==> src/rtl/seg7_scan_driver_if.sv <==
// Display-data bus between the top-level data selector and the 7-segment scan driver.
// The master drives the data and mode; the slave (the driver) returns the segment and anode signals.
interface seg7_scan_driver_if;
   logic        display_mode;
   logic [63:0] i_data;
   logic [7:0]  o_seg;
   logic [7:0]  o_sel;
   logic        o_frame_done;

   modport master (
      output display_mode,
      output i_data,
      input  o_seg,
      input  o_sel,
      input  o_frame_done
   );

   modport slave (
      input  display_mode,
      input  i_data,
      output o_seg,
      output o_sel,
      output o_frame_done
   );
endinterface

==> src/rtl/seg7_scan_driver.sv <==
// Time-multiplexed driver for an 8-digit common-anode 7-segment display, latching the data bus once per frame.
// Optional leading-zero blanking in hex mode is enabled by defining SEG7_LEADING_ZERO_BLANK_EN.
module seg7_scan_driver #(
   parameter int SCAN_DIV = 50000
) (
   input logic                clk,
   input logic                reset,
   seg7_scan_driver_if.slave  bus
);

   localparam int PW = (SCAN_DIV > 1) ? $clog2(SCAN_DIV) : 1;
   localparam logic [PW-1:0] PRESC_LAST = PW'(SCAN_DIV - 1);

   typedef enum logic {
      BLANK,
      SCAN
   } state_t;

   state_t        state_q, state_d;
   logic [PW-1:0] presc_q, presc_d;
   logic [2:0]    idx_q, idx_d;
   logic [63:0]   shadow_q, shadow_d;
   logic          modeShadow_q, modeShadow_d;
   logic [7:0]    seg_q, seg_d;
   logic [7:0]    sel_q, sel_d;
   logic          frameDone_q, frameDone_d;
   logic          tick;
   logic          load;
   logic [7:0]    rawByte;
   logic [3:0]    nibble;
`ifdef SEG7_LEADING_ZERO_BLANK_EN
   logic [2:0]    msd_q, msd_d;
`endif

   function automatic logic [7:0] hexToSeg(input logic [3:0] n);
      logic [7:0] s;
      case (n)
         4'h0: s = 8'hC0;
         4'h1: s = 8'hF9;
         4'h2: s = 8'hA4;
         4'h3: s = 8'hB0;
         4'h4: s = 8'h99;
         4'h5: s = 8'h92;
         4'h6: s = 8'h82;
         4'h7: s = 8'hF8;
         4'h8: s = 8'h80;
         4'h9: s = 8'h90;
         4'hA: s = 8'h88;
         4'hB: s = 8'h83;
         4'hC: s = 8'hC6;
         4'hD: s = 8'hA1;
         4'hE: s = 8'h86;
         default: s = 8'h8E;
      endcase
      return s;
   endfunction

`ifdef SEG7_LEADING_ZERO_BLANK_EN
   function automatic logic [2:0] highestNibble(input logic [31:0] data);
      logic [2:0] msd;
      msd = 3'd0;
      for (int k = 0; k < 8; k++) begin
         if (data[4*k +: 4] != 4'h0) msd = 3'(k);
      end
      return msd;
   endfunction
`endif

   assign tick = (presc_q == PRESC_LAST);

   // Next-state logic: the shadow copy is refreshed only at frame start, and the decode
   // looks at the freshly loaded value so digit 0 of a new frame already shows new data.
   always_comb begin
      state_d      = state_q;
      presc_d      = tick ? '0 : presc_q + PW'(1);
      idx_d        = idx_q;
      shadow_d     = shadow_q;
      modeShadow_d = modeShadow_q;
      seg_d        = seg_q;
      sel_d        = sel_q;
      frameDone_d  = 1'b0;
      load         = 1'b0;
      rawByte      = 8'hFF;
      nibble       = 4'h0;
`ifdef SEG7_LEADING_ZERO_BLANK_EN
      msd_d        = msd_q;
`endif

      case (state_q)
         BLANK: begin
            if (tick) begin
               load    = 1'b1;
               idx_d   = 3'd0;
               state_d = SCAN;
            end
         end
         SCAN: begin
            if (tick) begin
               idx_d = idx_q + 3'd1;
               load  = (idx_q == 3'd7);
            end
         end
         default: state_d = BLANK;
      endcase

      if (load) begin
         shadow_d     = bus.i_data;
         modeShadow_d = bus.display_mode;
         frameDone_d  = 1'b1;
`ifdef SEG7_LEADING_ZERO_BLANK_EN
         msd_d        = highestNibble(bus.i_data[31:0]);
`endif
      end

      rawByte = shadow_d[{idx_d, 3'b000} +: 8];
      nibble  = shadow_d[{1'b0, idx_d, 2'b00} +: 4];

      if (tick) begin
         sel_d = ~(8'b1 << idx_d);
         if (modeShadow_d) begin
            seg_d = rawByte;
         end else begin
            seg_d = hexToSeg(nibble);
`ifdef SEG7_LEADING_ZERO_BLANK_EN
            if (idx_d > msd_d) seg_d = 8'hFF;
`endif
         end
      end
   end

   // All state, including the registered display outputs, goes dark asynchronously on reset.
   always_ff @(posedge clk or posedge reset) begin
      if (reset) begin
         state_q      <= BLANK;
         presc_q      <= '0;
         idx_q        <= 3'd0;
         shadow_q     <= 64'd0;
         modeShadow_q <= 1'b0;
         seg_q        <= 8'hFF;
         sel_q        <= 8'hFF;
         frameDone_q  <= 1'b0;
`ifdef SEG7_LEADING_ZERO_BLANK_EN
         msd_q        <= 3'd0;
`endif
      end else begin
         state_q      <= state_d;
         presc_q      <= presc_d;
         idx_q        <= idx_d;
         shadow_q     <= shadow_d;
         modeShadow_q <= modeShadow_d;
         seg_q        <= seg_d;
         sel_q        <= sel_d;
         frameDone_q  <= frameDone_d;
`ifdef SEG7_LEADING_ZERO_BLANK_EN
         msd_q        <= msd_d;
`endif
      end
   end

   assign bus.o_seg        = seg_q;
   assign bus.o_sel        = sel_q;
   assign bus.o_frame_done = frameDone_q;

endmodule

==> src/flat_wrapper.sv <==
// flat-port wrapper written by rule: the top's interface ports become plain ports
module seg7_scan_driver_flat 
#(
   parameter int SCAN_DIV = 50000
)
  (clk, reset, bus_display_mode, bus_i_data, bus_o_seg, bus_o_sel, bus_o_frame_done);
  seg7_scan_driver_if bus_i ();
  input logic clk;
  input logic reset;
  input wire logic [$bits(bus_i.display_mode)-1:0] bus_display_mode;
  input wire logic [$bits(bus_i.i_data)-1:0] bus_i_data;
  output wire logic [$bits(bus_i.o_seg)-1:0] bus_o_seg;
  output wire logic [$bits(bus_i.o_sel)-1:0] bus_o_sel;
  output wire logic [$bits(bus_i.o_frame_done)-1:0] bus_o_frame_done;
  assign bus_i.display_mode = bus_display_mode;
  assign bus_i.i_data = bus_i_data;
  assign bus_o_seg = bus_i.o_seg;
  assign bus_o_sel = bus_i.o_sel;
  assign bus_o_frame_done = bus_i.o_frame_done;
  seg7_scan_driver #(.SCAN_DIV(SCAN_DIV)) u_core (.clk(clk), .reset(reset), .bus(bus_i));
endmodule
==> config.mk <==
export PLATFORM = sky130hd
export DESIGN_NAME = seg7_scan_driver_flat
export DESIGN_NICKNAME = d
export VERILOG_FILES = /design/src/rtl/seg7_scan_driver_if.sv /design/src/rtl/seg7_scan_driver.sv /design/src/flat_wrapper.sv
export SDC_FILE = /design/constraint.sdc
export NUM_CORES = 1
export LEC_CHECK = 0
export ABC_CLOCK_PERIOD_IN_PS = 4200
export CORE_MARGIN = 2
export CORE_UTILIZATION = 49
export CTS_BUF_LIST = sky130_fd_sc_hd__clkbuf_16
export DETAILED_ROUTE_END_ITERATION = 12
export PLACE_DENSITY = 0.8
export SLEW_MARGIN = 0
export SYNTH_ARGS = -nofsm -noshare
export SYNTH_HDL_FRONTEND = slang
export SYNTH_SLANG_ARGS = --single-unit
==> constraint.sdc <==
create_clock -name clk -period 4.2 [get_ports clk]
set_input_delay 0.84 -clock clk [delete_from_list [all_inputs] [get_ports clk]]
set_output_delay 0.84 -clock clk [all_outputs]
set_load 0.05 [all_outputs]
==> results.tsv, run 1 <==
stage	metric	value	unit
worst_hold_path	hp-start	u_core.presc_q[0]$_DFF_PP0_	
logic_synthesis	synth-seq-cells	102	
timing	relSlewSlack	47.02	%
status	status	complete, no violations	
grt	grt_pass1_vias	4432	
timing	setup_tns	0	ns
layout	n_antenna_cell	0	
clocking	cts_buffer_depth	2	
grt	met3_usage	6.269	%
timing	rsz0062_at_grt	false	
clocking	htree_num_levels	3	
setup_path	arrival	3.98	ns
grt	grt_usage	24.23	%
timing	worst_slack	0.4936	ns
routing	ant_nets	0	
timing	setup_violations	0	
routing	drt_iter0_drc	463	
clocking	cts_setup_buffers	0	
timing	worst_hold_slack	0.4591	ns
floorplanning	start_util	49.66	%
routing	vias_per_cell	5.792	
timing	final.period_utilization	88.25	%
pwr	internal_power	1.464	mW
pwr	clockPowerShare	39.9	%
grt	grt_busiest_layer	met2	
routing	dr.pass1.iters	5	
logic_synthesis	yosys.area_share.simple	19.16	%
timing	report.final.slew_viol_count	0	
clocking	ctsHoldBuffers	0	
layout	stdcell_area	6570	um^2
floorplanning	coreArea	10750	um^2
pwr	leakage	2.827	nW
routing	wl_per_cell	17.46	um
setup_path	reg2reg_depth	12	
pwr	switchingPower	0.4215	mW
setup_path	start_kind	flip-flop	
pwr	ir_drop	251.3	uV
grt	globalRouteOverflowTotal	0	
pwr	power_density	287.1	nW/um^2
logic_synthesis	synthArstFlopShare	100.0	%
pwr	share_comb_of_total_power	7.2	%
timing	max_freq	0.2698	GHz
logic_synthesis	synth.area.mux_share	11.23	%
setup_path	crit_fanout	29	
clocking	clock-sinks	102	
layout	finalNonFillerCells	766	
routing	dr_total_vias	4437	
layout	drive_gt1_share	14.54	%
logic_synthesis	synth_ff_type	dfrtp_1	
place	dpl_cell_area	6310	um^2
job	drv_cap	0	
setup_path	path_class	flip-flop to flip-flop	
timing	skew	0.006527	ns
worst_hold_path	holdPathEnd	u_core.presc_q[0]$_DFF_PP0_	
routing	drt-total-wl	13370	um
floorplanning	die_area	11740	um^2
timing	tightest_slew	0.7947	ns
grt	grt_max_degree	66	
floorplanning	num_rows	38	
logic_synthesis	syn_avg_cell_area	9.937	um^2
routing	drc	0	
grt	grt_pass1_wl	21870	um
timing	period_needed	3.706	ns
place	gp_congestion	0.8862	
setup_path	reg2reg_from	u_core.presc_q[0]$_DFF_PP0_	
layout	final_common_cell	nand2_1	
worst_hold_path	min_path_type	flip-flop to flip-flop	
place	pre_cts_slack	0.5328	ns
worst_hold_path	min_path_cells	1	
logic_synthesis	synthXorXnorAreaFrac	2.134	%
clocking	insertion_delay	0.34	ns
layout	area_delta_synth_final	23.12	%
logic_synthesis	synth_top_family_by_area	simple AND/OR/NAND/NOR gates	
logic_synthesis	yosysWarnings	0	
clocking	cts_resized	0	
logic_synthesis	syn_inst	537	
clocking	cts_tree	done	
setup_path	r2r_slack	0.49	ns
logic_synthesis	seq_area_frac_synth	48.21	%
place	dp.final_hpwl	9496	um
pwr	switching_share	22.35	%
logic_synthesis	syn_area	5336	um^2
setup_path	worst_ep_required_time	4.47	ns
layout	finalNetCount	698	
floorplanning	io_pins	84	
grt	met1_usage	31.76	%
clocking	cts_buffers	9	
floorplanning	die_y	108.4	um
clocking	cts.clk_slew.worst_paths	0.07	ns
floorplanning	die_width	108.4	um
clocking	clock-root-buffer	clkbuf_16	
grt	grt_util_met2	39.22	%
pwr	p_total	1.886	mW
logic_synthesis	synth_compound_area_share	12.52	%
logic_synthesis	synthAdderAreaFrac	2.345	%
layout	post-route-util	61.14	%
setup_path	r2r_end	u_core.bus.o_seg[2]$_DFFE_PP1N_	
place	dp.cells	750	
pwr	p_seq_share	52.9	%
setup_path	crit_path_end_kind	flip-flop	
logic_synthesis	synth-edff-count	0	
logic_synthesis	synth_nets	614	
timing	hold_viol_final	0	
logic_synthesis	yosys.cell_types.count	68	
layout	mostFrequentLayoutCells	142 x nand2_1, 86 x dfrtp_1, 83 x clkdlybuf4s50_1	
grt	antenna_found_initial	0	
place	port_buffers	83	
Yosys cell counts (all sizes together), types with 2 or more instances:
cell type | number | area share, %
a2111oi | 2 | 0.33
a211o | 2 | 0.33
a211oi | 3 | 0.42
a21o | 3 | 0.42
a21oi | 13 | 1.3
a311o | 2 | 0.38
a311oi | 3 | 0.49
a31oi | 13 | 1.6
a32oi | 3 | 0.63
a41oi | 3 | 0.49
and2 | 4 | 0.47
and3 | 13 | 1.5
buf | 25 | 3.0
clkbuf | 4 | 0.28
dfrtp | 86 | 40
dfstp | 16 | 7.9
ha | 10 | 2.3
inv | 13 | 1.0
mux2 | 23 | 5.0
mux2i | 14 | 2.9
mux4 | 8 | 3.4
nand2 | 145 | 10
nand2b | 3 | 0.35
nand3 | 25 | 2.3
nor2 | 26 | 2.1
nor2b | 2 | 0.23
o211a | 3 | 0.56
o211ai | 8 | 1.1
o21a | 4 | 0.56
o21ai | 22 | 2.1
o221ai | 2 | 0.33
or2 | 3 | 0.35
xnor2 | 8 | 1.3
xor2 | 5 | 0.82
final cells by class:
class	instances	area [um^2]
Fill cell	913	4175
Sequential cell	102	2572
Multi-Input combinational cell	392	2529
Timing Repair Buffer	102	973.4
Clock buffer	9	225.2
Tap cell	140	175.2
Inverter	14	60.06
Clock inverter	7	35.03
state kept, by name, summed over array words and instances (netlist names):
signal	cells
u_core.modeShadow_q	1
u_core.presc_q	16
u_core.shadow_q	64
u_core.bus.o_seg	8
u_core.state_q	1
u_core.bus.o_frame_done	1
u_core.bus.o_sel	8
u_core.idx_q	3
power by group through the flow:
| stage | sequential [mW] | clock, mW | combinational (mW) |
|---|---|---|---|
| floorplan | 1.01 | 0 | 0.0511 |
| finish | 0.997 | 0.753 | 0.136 |
| CTS | 0.997 | 0.758 | 0.137 |
| global route | 0.997 | 0.808 | 0.147 |
| global placement | 1.01 | 0 | 0.134 |
| detailed placement | 1.02 | 0 | 0.136 |
worst max-delay path by stage:
stage | start | end | cells after the start
CTS | u_core.presc_q[0]$_DFF_PP0_ | u_core.bus.o_seg[2]$_DFFE_PP1N_ | 12
detailed placement | u_core.presc_q[0]$_DFF_PP0_ | u_core.bus.o_seg[2]$_DFFE_PP1N_ | 12
floorplan | u_core.presc_q[0]$_DFF_PP0_ | u_core.bus.o_seg[4]$_DFFE_PP1N_ | 18
finish | u_core.presc_q[0]$_DFF_PP0_ | u_core.bus.o_seg[2]$_DFFE_PP1N_ | 12
global placement | u_core.presc_q[0]$_DFF_PP0_ | u_core.bus.o_seg[2]$_DFFE_PP1N_ | 12
global route | u_core.presc_q[0]$_DFF_PP0_ | u_core.bus.o_seg[2]$_DFFE_PP1N_ | 12
cell families (layout without fill, tap and decap cells):
family / count (synthesis) / after routing
mux: 45 / 45
simple gates: 229 / 229
buf+inv: 43 / 132
compound gates: 95 / 95
fa+ha+maj: 10 / 10
flops: 102 / 102
xor+xnor: 13 / 13
metal layers:
| layer | part of all wire, % | routed length [um] | up-vias |
|---|---|---|---|
| met2 | 47 | 6250 | 224 |
| met1 | 43 | 5728 | 2143 |
| met5 | 0 | 0 | - |
| met4 | 2.4 | 327 | 0 |
| met3 | 8.0 | 1067 | 31 |
| li1 | - | - | 2039 |
worst max-delay path: stages, from the launching register on:
cell and delay, ns:
dfrtp_1 0.39, ha_1 0.22, and3_1 0.19, and4_1 0.25, buf_4 0.24, nand2_4 0.32
buf_4 0.32, mux4_2 0.52, a221oi_1 0.38, a21o_1 0.32, nor3_1 0.10, o21a_1 0.20
o22a_1 0.17
(Power assumes the default switching activity.)
==> run 2: changes to the inputs <==
--- a/config.mk
+++ b/config.mk
@@ -10,6 +10,7 @@
 export CORE_UTILIZATION = 49
 export CTS_BUF_LIST = sky130_fd_sc_hd__clkbuf_16
 export DETAILED_ROUTE_END_ITERATION = 12
+export GPL_ROUTABILITY_DRIVEN = 0
 export PLACE_DENSITY = 0.8
 export SLEW_MARGIN = 0
 export SYNTH_ARGS = -nofsm -noshare
==> results.tsv, run 2 (same netlist as run 1, synthesis figures left out) <==
stage	metric	value	unit	change
setup_path	r2r_slack	0.40	ns	-0.09 ns
clocking	cts_setup_buffers	0		unchanged
setup_path	slowest_delay	0.51	ns	about the same
status	status	complete, no violations		
grt	globalRouteOverflowTotal	0		unchanged
grt	grt_pass1_wl	22220	um	+1.6%
clocking	insertion_delay	0.35	ns	about the same
routing	wl_per_cell	17.56	um	+0.58%
floorplanning	io_pins	84		unchanged
worst_hold_path	min_path_type	flip-flop to flip-flop		
timing	worst_slack	0.4029	ns	-0.09070 ns
worst_hold_path	hp-start	u_core.presc_q[0]$_DFF_PP0_		
setup_path	crit_fanout	13		-55%
setup_path	crit_path_end_kind	flip-flop		
timing	relSlewSlack	52.35	%	+5.3 points
worst_hold_path	min_path_cells	1		unchanged
floorplanning	start_util	49.66	%	unchanged
pwr	p_total	1.883	mW	-0.17%
grt	grt_util_met2	39.40	%	+0.18 points
setup_path	path_class	flip-flop to flip-flop		
grt	grt_pass1_vias	4464		+0.72%
routing	ant_nets	0		unchanged
setup_path	arrival	4.06	ns	+0.08 ns
layout	post-route-util	61.03	%	-0.12 points
layout	final_common_cell	nand2_1		
place	pre_cts_slack	0.4640	ns	-0.06880 ns
setup_path	cp_cell_sequence	nor4b_2, and4_1, inv_4, ha_1, nand2_1, nand2_2, inv_1, buf_4, o211ai_1, a32oi_2, inv_1, ha_1, or4_1, a41oi_1		
floorplanning	num_rows	38		unchanged
place	port_buffers	83		unchanged
setup_path	start_kind	flip-flop		
clocking	htree_num_levels	3		unchanged
clocking	clock-root-buffer	clkbuf_16		
timing	setup_tns	0	ns	unchanged
layout	drive_gt1_share	14.13	%	-0.41 points
clocking	ctsHoldBuffers	0		unchanged
timing	period_needed	3.797	ns	+0.09070 ns
layout	area_delta_synth_final	22.88	%	
grt	met1_usage	32.50	%	+0.74 points
floorplanning	coreArea	10750	um^2	unchanged
setup_path	reg2reg_depth	14		+2
routing	drt_iter0_drc	354		-24%
clocking	clock-sinks	102		unchanged
pwr	power_density	287.1	nW/um^2	about the same
routing	drt-total-wl	13400	um	+0.19%
setup_path	worst_path_max_delay_cell	or4_1		
pwr	leakage	2.817	nW	-0.38%
layout	largest_reg_flops	64		unchanged
setup_path	worst_ep_required_time	4.46	ns	about the same
floorplanning	die_y	108.4	um	unchanged
timing	tightest_slew	0.7148	ns	-0.07989 ns
setup_path	reg2reg_from	u_core.presc_q[5]$_DFF_PP0_		
timing	setup_violations	0		unchanged
routing	dr_total_vias	4421		-0.36%
floorplanning	die_width	108.4	um	unchanged
job	drv_cap	0		unchanged
layout	mostFrequentLayoutCells	142 x nand2_1, 86 x dfrtp_1, 83 x clkdlybuf4s50_1		
layout	finalNonFillerCells	763		-0.39%
timing	skew	0.008767	ns	+0.002240 ns
grt	met3_usage	4.822	%	-1.4 points
grt	grt_usage	24.39	%	+0.16 points
grt	grt_busiest_layer	met2		
routing	vias_per_cell	5.794		about the same
grt	grt_max_degree	59		-11%
routing	drc	0		unchanged
timing	max_freq	0.2634	GHz	-2.4%
grt	antenna_found_initial	0		unchanged
timing	report.final.slew_viol_count	0		unchanged
layout	reg_top3	u_core.shadow_q: 64 flops, u_core.presc_q: 16 flops		
layout	n_antenna_cell	0		unchanged
timing	hold_viol_final	0		unchanged
timing	rsz0062_at_grt	false		
routing	dr.pass1.iters	5		unchanged
clocking	cts_buffers	9		unchanged
place	dp.final_hpwl	9499	um	about the same
setup_path	r2r_end	u_core.bus.o_seg[4]$_DFFE_PP1N_		
clocking	cts_tree	done		
clocking	cts_buffer_depth	2		unchanged
timing	final.period_utilization	90.41	%	+2.2 points
pwr	ir_drop	173.1	uV	-31%
clocking	cts.clk_slew.worst_paths	0.07	ns	about the same
floorplanning	die_area	11740	um^2	unchanged
worst_hold_path	holdPathEnd	u_core.presc_q[0]$_DFF_PP0_		
layout	largest-register	u_core.shadow_q		
place	dp.cells	747		-0.40%
layout	finalNetCount	695		-0.43%
clocking	cts_resized	0		unchanged
[run 2: area by class of cell]
class,count,area [um^2]
clock buffers,9,225.2
clock inverters,7,32.53
fillers,910,4188
inverters,14,60.06
multi-input cells,392,2529
flip-flops and latches,102,2572
well taps,140,175.2
repair buffers,99,963.4
[run 2: worst max-delay path: cells and delay by family (launching register included)]
kind                       cells  cell delay, ns
DFF                            1            0.45
adders and majority gates      2            0.47
and+or+nand+nor                5            1.28
AOI/OAI and AO/OA              3            0.68
buffers and inverters          4            0.82
[run 2: report_power, final]
| group | leakage [nW] | total [mW] | switching [mW] | internal, mW |
|---|---|---|---|---|
| Clock | 0.135 | 0.750 | 0.357 | 0.393 |
| Combinational | 1.59 | 0.136 | 0.0575 | 0.0785 |
| Sequential | 1.09 | 0.997 | 0.00338 | 0.994 |
[run 2: stage by stage]
step	hold WS [ns]	instance area, um^2
6_report	0.4525	6558
5_1_grt	0.4890	6558
4_1_cts	0.4530	6558
3_5_place_dp	0.4442	6300
3_3_place_gp	0.4358	6300
2_1_floorplan	0.4251	5336
[run 2: worst max-delay path by stage]
stage | slack (ns) | end | startpoint
2_1_floorplan | 0.12 | u_core.bus.o_seg[4]$_DFFE_PP1N_ | u_core.presc_q[0]$_DFF_PP0_
5_1_grt | 0.08 | u_core.bus.o_seg[4]$_DFFE_PP1N_ | u_core.presc_q[0]$_DFF_PP0_
3_5_place_dp | 0.46 | u_core.bus.o_seg[4]$_DFFE_PP1N_ | u_core.presc_q[0]$_DFF_PP0_
4_1_cts | 0.43 | u_core.bus.o_seg[4]$_DFFE_PP1N_ | u_core.presc_q[5]$_DFF_PP0_
3_3_place_gp | 0.56 | u_core.bus.o_seg[2]$_DFFE_PP1N_ | u_core.presc_q[0]$_DFF_PP0_
6_report | 0.40 | u_core.bus.o_seg[4]$_DFFE_PP1N_ | u_core.presc_q[5]$_DFF_PP0_
[run 2: per-layer routing]
metal / wire length (um) / part of all wire [%]
met5: 0 / 0
met4: 269 / 2.0
met3: 1018 / 7.6
met2: 6297 / 47
met1: 5813 / 43
==> RTL edit 1, RTL diff (settings of run 1) <==
`SCAN_DIV` is set to 50000 in 2 places; all go to 200000.
--- a/src/rtl/seg7_scan_driver.sv
+++ b/src/rtl/seg7_scan_driver.sv
@@ -3,3 +3,3 @@
 module seg7_scan_driver #(
-   parameter int SCAN_DIV = 50000
+   parameter int SCAN_DIV = 200000
 ) (
--- a/src/flat_wrapper.sv
+++ b/src/flat_wrapper.sv
@@ -3,3 +3,3 @@
 #(
-   parameter int SCAN_DIV = 50000
+   parameter int SCAN_DIV = 200000
 )
Function: same outputs for any inputs over 10 cycles, from zero or initial values and one cycle with reset high; that may be too few to reach the edited logic, so the function may still have changed.
==> RTL edit 1 against run 1 <==
Die area increased by 2.0%; synthesized area is 2.0% higher; global-route usage up 3.0 points; final area is 6.3% higher; wire length is 16% higher; total power increased by 4.0%; highest routed layer unchanged; worst setup slack got worse by 0.37 ns; sequential cell count is 2 higher; first-iteration DRC count shrank 35%.
==> RTL edit 1: results <==
[status]
status = "finished clean"

[synth]
synth_cells = 576
synthXorXnorAreaFrac_pct = 2.73
synth_common_cells = "120 x nand2_1, 88 x dfrtp_1, 44 x nor2_1, 31 x nand3_1, 22 x o21ai_0"
syn-num-nets = 653
muxShareOfSynthArea_pct = 8.71
ys_seq_area_share_pct = 48.2

[final_layout]
reg.largest.list = "u_core.shadow_q (64), u_core.presc_q (18)"
multiInputGateArea_mm2 = 0.00266
num-fill-cells = 898
layout.nets = 758

[timing]
finClkSkew_ns = 0.0143
hold_ws_ns = 0.469
tightest_slew_ns = 0.760

[min_path]
worstHoldStart = "u_core.shadow_q[44]$_DFF_PP0_"
whs_path_depth = 2
whs_endpoint = "u_core.shadow_q[44]$_DFF_PP0_"

[drt]
vias_per_cell = 5.92
vias = 4891

[power]
vdd_ir_drop_max_uv = 175
p_leak_nw = 3.00

[placed_design]
dp_cells = 808
dp_hpwl_um = 11200

[global_route]
grtUsageTotal_pct = 27.3
grt_pass1_wl_um = 24900

[worst_setup_path]
rr_worst_depth = 18
reg2reg_to = "u_core.bus.o_seg[3]$_DFFE_PP1N_"
r2r-start = "u_core.presc_q[9]$_DFF_PP0_"
regToRegSetupSlack_ns = 0.12
cp_slowest_cell = "or4b_4"
cp_top_family = "simple AND/OR/NAND/NOR gates"
cp_max_fo = 6
slowest_delay_ns = 0.55

[cts]
clkLatencyLatePin_ns = 0.36
RTL edit 1: metal layers:
layer / track usage (%) / share of wire (%) / vias up
met5: 0 / 0 / -
met4: 11.0 / 2.8 / 0
met3: 4.21 / 6.5 / 39
met2: 44.9 / 49 / 217
met1: 36.1 / 42 / 2391
li1: - / - / 2244
RTL edit 1: area by class of cell:
| type | count | share of cell area (%) |
|---|---|---|
| clock buffers | 9 | 3.22 |
| flip-flops and latches | 104 | 37.5 |
| repair buffers | 123 | 16.4 |
| multi-input cells | 421 | 38.1 |
| inverters | 22 | 1.24 |
| well taps | 140 | 2.51 |
| clock inverters | 7 | 0.949 |
RTL edit 1: worst register-to-register path, delay by kind of cell, from the launching register on:
| family | cells | cell delay, ns |
|---|---|---|
| AND/OR/NAND/NOR | 6 | 1.23 |
| multiplexers | 2 | 0.81 |
| AO/OA/AOI/OAI | 5 | 0.75 |
| adder cells (fa/ha/maj) | 2 | 0.49 |
| flip-flops | 1 | 0.41 |
| buffers and inverters | 3 | 0.31 |
RTL edit 1: through the flow:
| stage | setup WS (ns) | power [mW] |
|---|---|---|
| after detailed placement | -0.0245 | 1.16 |
| after global routing | -0.0197 | 2.02 |
| after floorplan | 0.00885 | 1.07 |
| final | 0.121 | 1.96 |
| after CTS | 0.0213 | 1.97 |
| after global placement | 0.0981 | 1.15 |
RTL edit 1: worst max path at each step:
stage,end,from,depth (start not counted)
floorplan,u_core.bus.o_seg[3]$_DFFE_PP1N_,u_core.presc_q[7]$_DFF_PP0_,19
global placement,u_core.bus.o_seg[3]$_DFFE_PP1N_,u_core.presc_q[9]$_DFF_PP0_,18
detailed placement,u_core.bus.o_seg[3]$_DFFE_PP1N_,u_core.presc_q[9]$_DFF_PP0_,17
CTS,u_core.bus.o_seg[3]$_DFFE_PP1N_,u_core.presc_q[9]$_DFF_PP0_,19
global route,u_core.bus.o_seg[3]$_DFFE_PP1N_,u_core.presc_q[9]$_DFF_PP0_,18
finish,u_core.bus.o_seg[3]$_DFFE_PP1N_,u_core.presc_q[9]$_DFF_PP0_,18
RTL edit 1: timing repair:
action,in CTS,in global routing
gates resized for setup,4,6
pin swaps,1,4
buffers inserted,1,1
setup endpoints to repair,1,3
cloned,0,0
RTL edit 1: power breakdown:
part | internal, mW | switching (mW)
sequential | 1.01 | 0.00254
clock | 0.416 | 0.408
combinational | 0.0734 | 0.0505
total | 1.50 | 0.461
RTL edit 1: kinds of logic after synthesis:
group,count (synthesis)
AOI/OAI and AO/OA,111
adders and majority gates,10
buffers and inverters,51
muxes,41
and+or+nand+nor,242
xor gates and xnor gates,17
DFF,104
==> RTL edit 2, RTL diff (config.mk and constraints of run 1) <==
Made on the original files. Make the reset (`reset`) synchronous in one clocked block. Comments in the files are not updated.
--- a/src/rtl/seg7_scan_driver.sv
+++ b/src/rtl/seg7_scan_driver.sv
@@ -131,3 +131,3 @@
    // All state, including the registered display outputs, goes dark asynchronously on reset.
-   always_ff @(posedge clk or posedge reset) begin
+   always_ff @(posedge clk) begin
       if (reset) begin
Function: same outputs for any inputs over 10 cycles, from zero or initial values and one cycle with reset high; that may be too few to reach the edited logic, so the function may still have changed.
==> RTL edit 2 against run 1 <==
Clock power rose by 25%; total power is 6.4% higher; wire length is 11% higher; synthesized area increased by 0.16%; count of clock-buffer cells in the layout did not move; hold slack lost 0.015 ns; sequential cell count stayed put; worst setup slack got worse by 0.11 ns; final area grew 0.84%.
==> RTL edit 2: results <==
[final_layout]
layout.nets = 783
drive_above_1_share_pct = 8.86
num-fill-cells = 946

[synth]
synthXorXnorAreaFrac_pct = 1.97
muxShareOfSynthArea_pct = 12.6
synth_common_cells = "102 x dfxtp_1, 93 x nand2_1, 77 x nor2_1, 50 x mux2i_1, 49 x a21oi_1"
synthAdderAreaFrac_pct = 2.34
synthDistinctLibCells = 65
yosysWarningCount = 0
ys_seq_area_share_pct = 38.2
syn-num-nets = 716
synth-compound-area-share_pct = 18.2
synth_area_leaders = "dfxtp_1 38%, mux2i_1 9.4%, nand2_1 6.5%"
synth_async_sr_flop_share_pct = 0

[placed_design]
place.gp.congestion = 0.914
dp_hpwl_um = 10700
placement.cell_area_mm2 = 0.00628

[worst_setup_path]
cp_slowest_cell = "and4_1"
crit_start = "u_core.presc_q[0]$_SDFF_PP0_"
arrival_ns = 4.05
worstSetupEndpoint = "u_core.bus.o_seg[3]$_SDFFE_PP1N_"
rr_worst_depth = 15
cp_max_fo = 15
cp_top_family = "simple AND/OR/NAND/NOR gates"
regToRegSetupSlack_ns = 0.38
slowest_delay_ns = 0.43

[status]
status = "finished clean"

[global_route]
grtUsageMet3_pct = 4.16
grt_max_degree = 72
use_met1_pct = 33.3
grt_pass1_vias = 4893
met2_usage_pct = 43.8
grtUsageTotal_pct = 26.0
grt_pass1_wl_um = 23900

[cts]
root_buffer = "clkbuf_16"
h-tree-depth = 3
numCtsBuffers = 9
path_clk_slew_ns = 0.08
clkLatencyLatePin_ns = 0.35

[power]
vdd_ir_drop_max_uv = 295
p_leak_nw = 2.65

[min_path]
whs_endpoint = "u_core.presc_q[0]$_SDFF_PP0_"
worstHoldStart = "u_core.presc_q[0]$_SDFF_PP0_"
whs_path_depth = 1

[timing]
hold_ws_ns = 0.444
tightest_slew_ns = 0.855
finClkSkew_ns = 0.00789

[drt]
drc = 0
firstDrtPassIters = 5
vias_per_cell = 5.98
wl_um = 14900
initialDrtViolationCount = 388
[RTL edit 2: power by group]
| group | switching, mW | internal [mW] |
|---|---|---|
| clock | 0.402 | 0.537 |
| sequential | 0.00142 | 0.968 |
| combinational | 0.0365 | 0.0609 |
| total | 0.440 | 1.57 |
[RTL edit 2: logic make-up after synthesis]
kind of cell,after synthesis
DFF,102
and+or+nand+nor,256
buffers and inverters,54
adders and majority gates,10
muxes,61
xor gates and xnor gates,12
AOI/OAI and AO/OA,144
[RTL edit 2: per-stage QoR]
stage	setup slack, ns	util (%)	cells	total power, mW
final	0.380	61.7	851	2.01
after global placement	0.445	58.4	835	1.09
after CTS	0.294	61.6	851	2.01
after global routing	0.0722	61.7	851	2.06
after floorplan	0.262	-	639	1.01
after detailed placement	0.321	58.4	835	1.09
[RTL edit 2: timing repair]
action | in CTS | in global routing
hold endpoints to repair | 0 | 0
gates resized for setup | 0 | 1
endpoints found under the setup margin | 0 | 1
[RTL edit 2: per-layer routing]
metal | vias up | wire length [um]
li1 | 2413 | -
met1 | 2396 | 6300
met2 | 242 | 7150
met3 | 40 | 979
met4 | 0 | 435
met5 | - | 0
[RTL edit 2: worst reg2reg max path, delay by kind of cell (launching register included)]
family / cells / cell delay, ns
fa+ha+maj: 2 / 0.35
compound gates: 3 / 0.63
flops: 1 / 0.35
mux: 1 / 0.40
buf+inv: 2 / 0.28
simple gates: 7 / 1.70
[RTL edit 2: area by class of cell]
class,instances,share of cell area (%)
inverter,7,0.434
sequential,102,30.8
multi-input combinational,483,46.3
clock buffer,9,3.40
clock inverter,7,1.72
tap,140,2.64
timing repair buffer,103,14.7
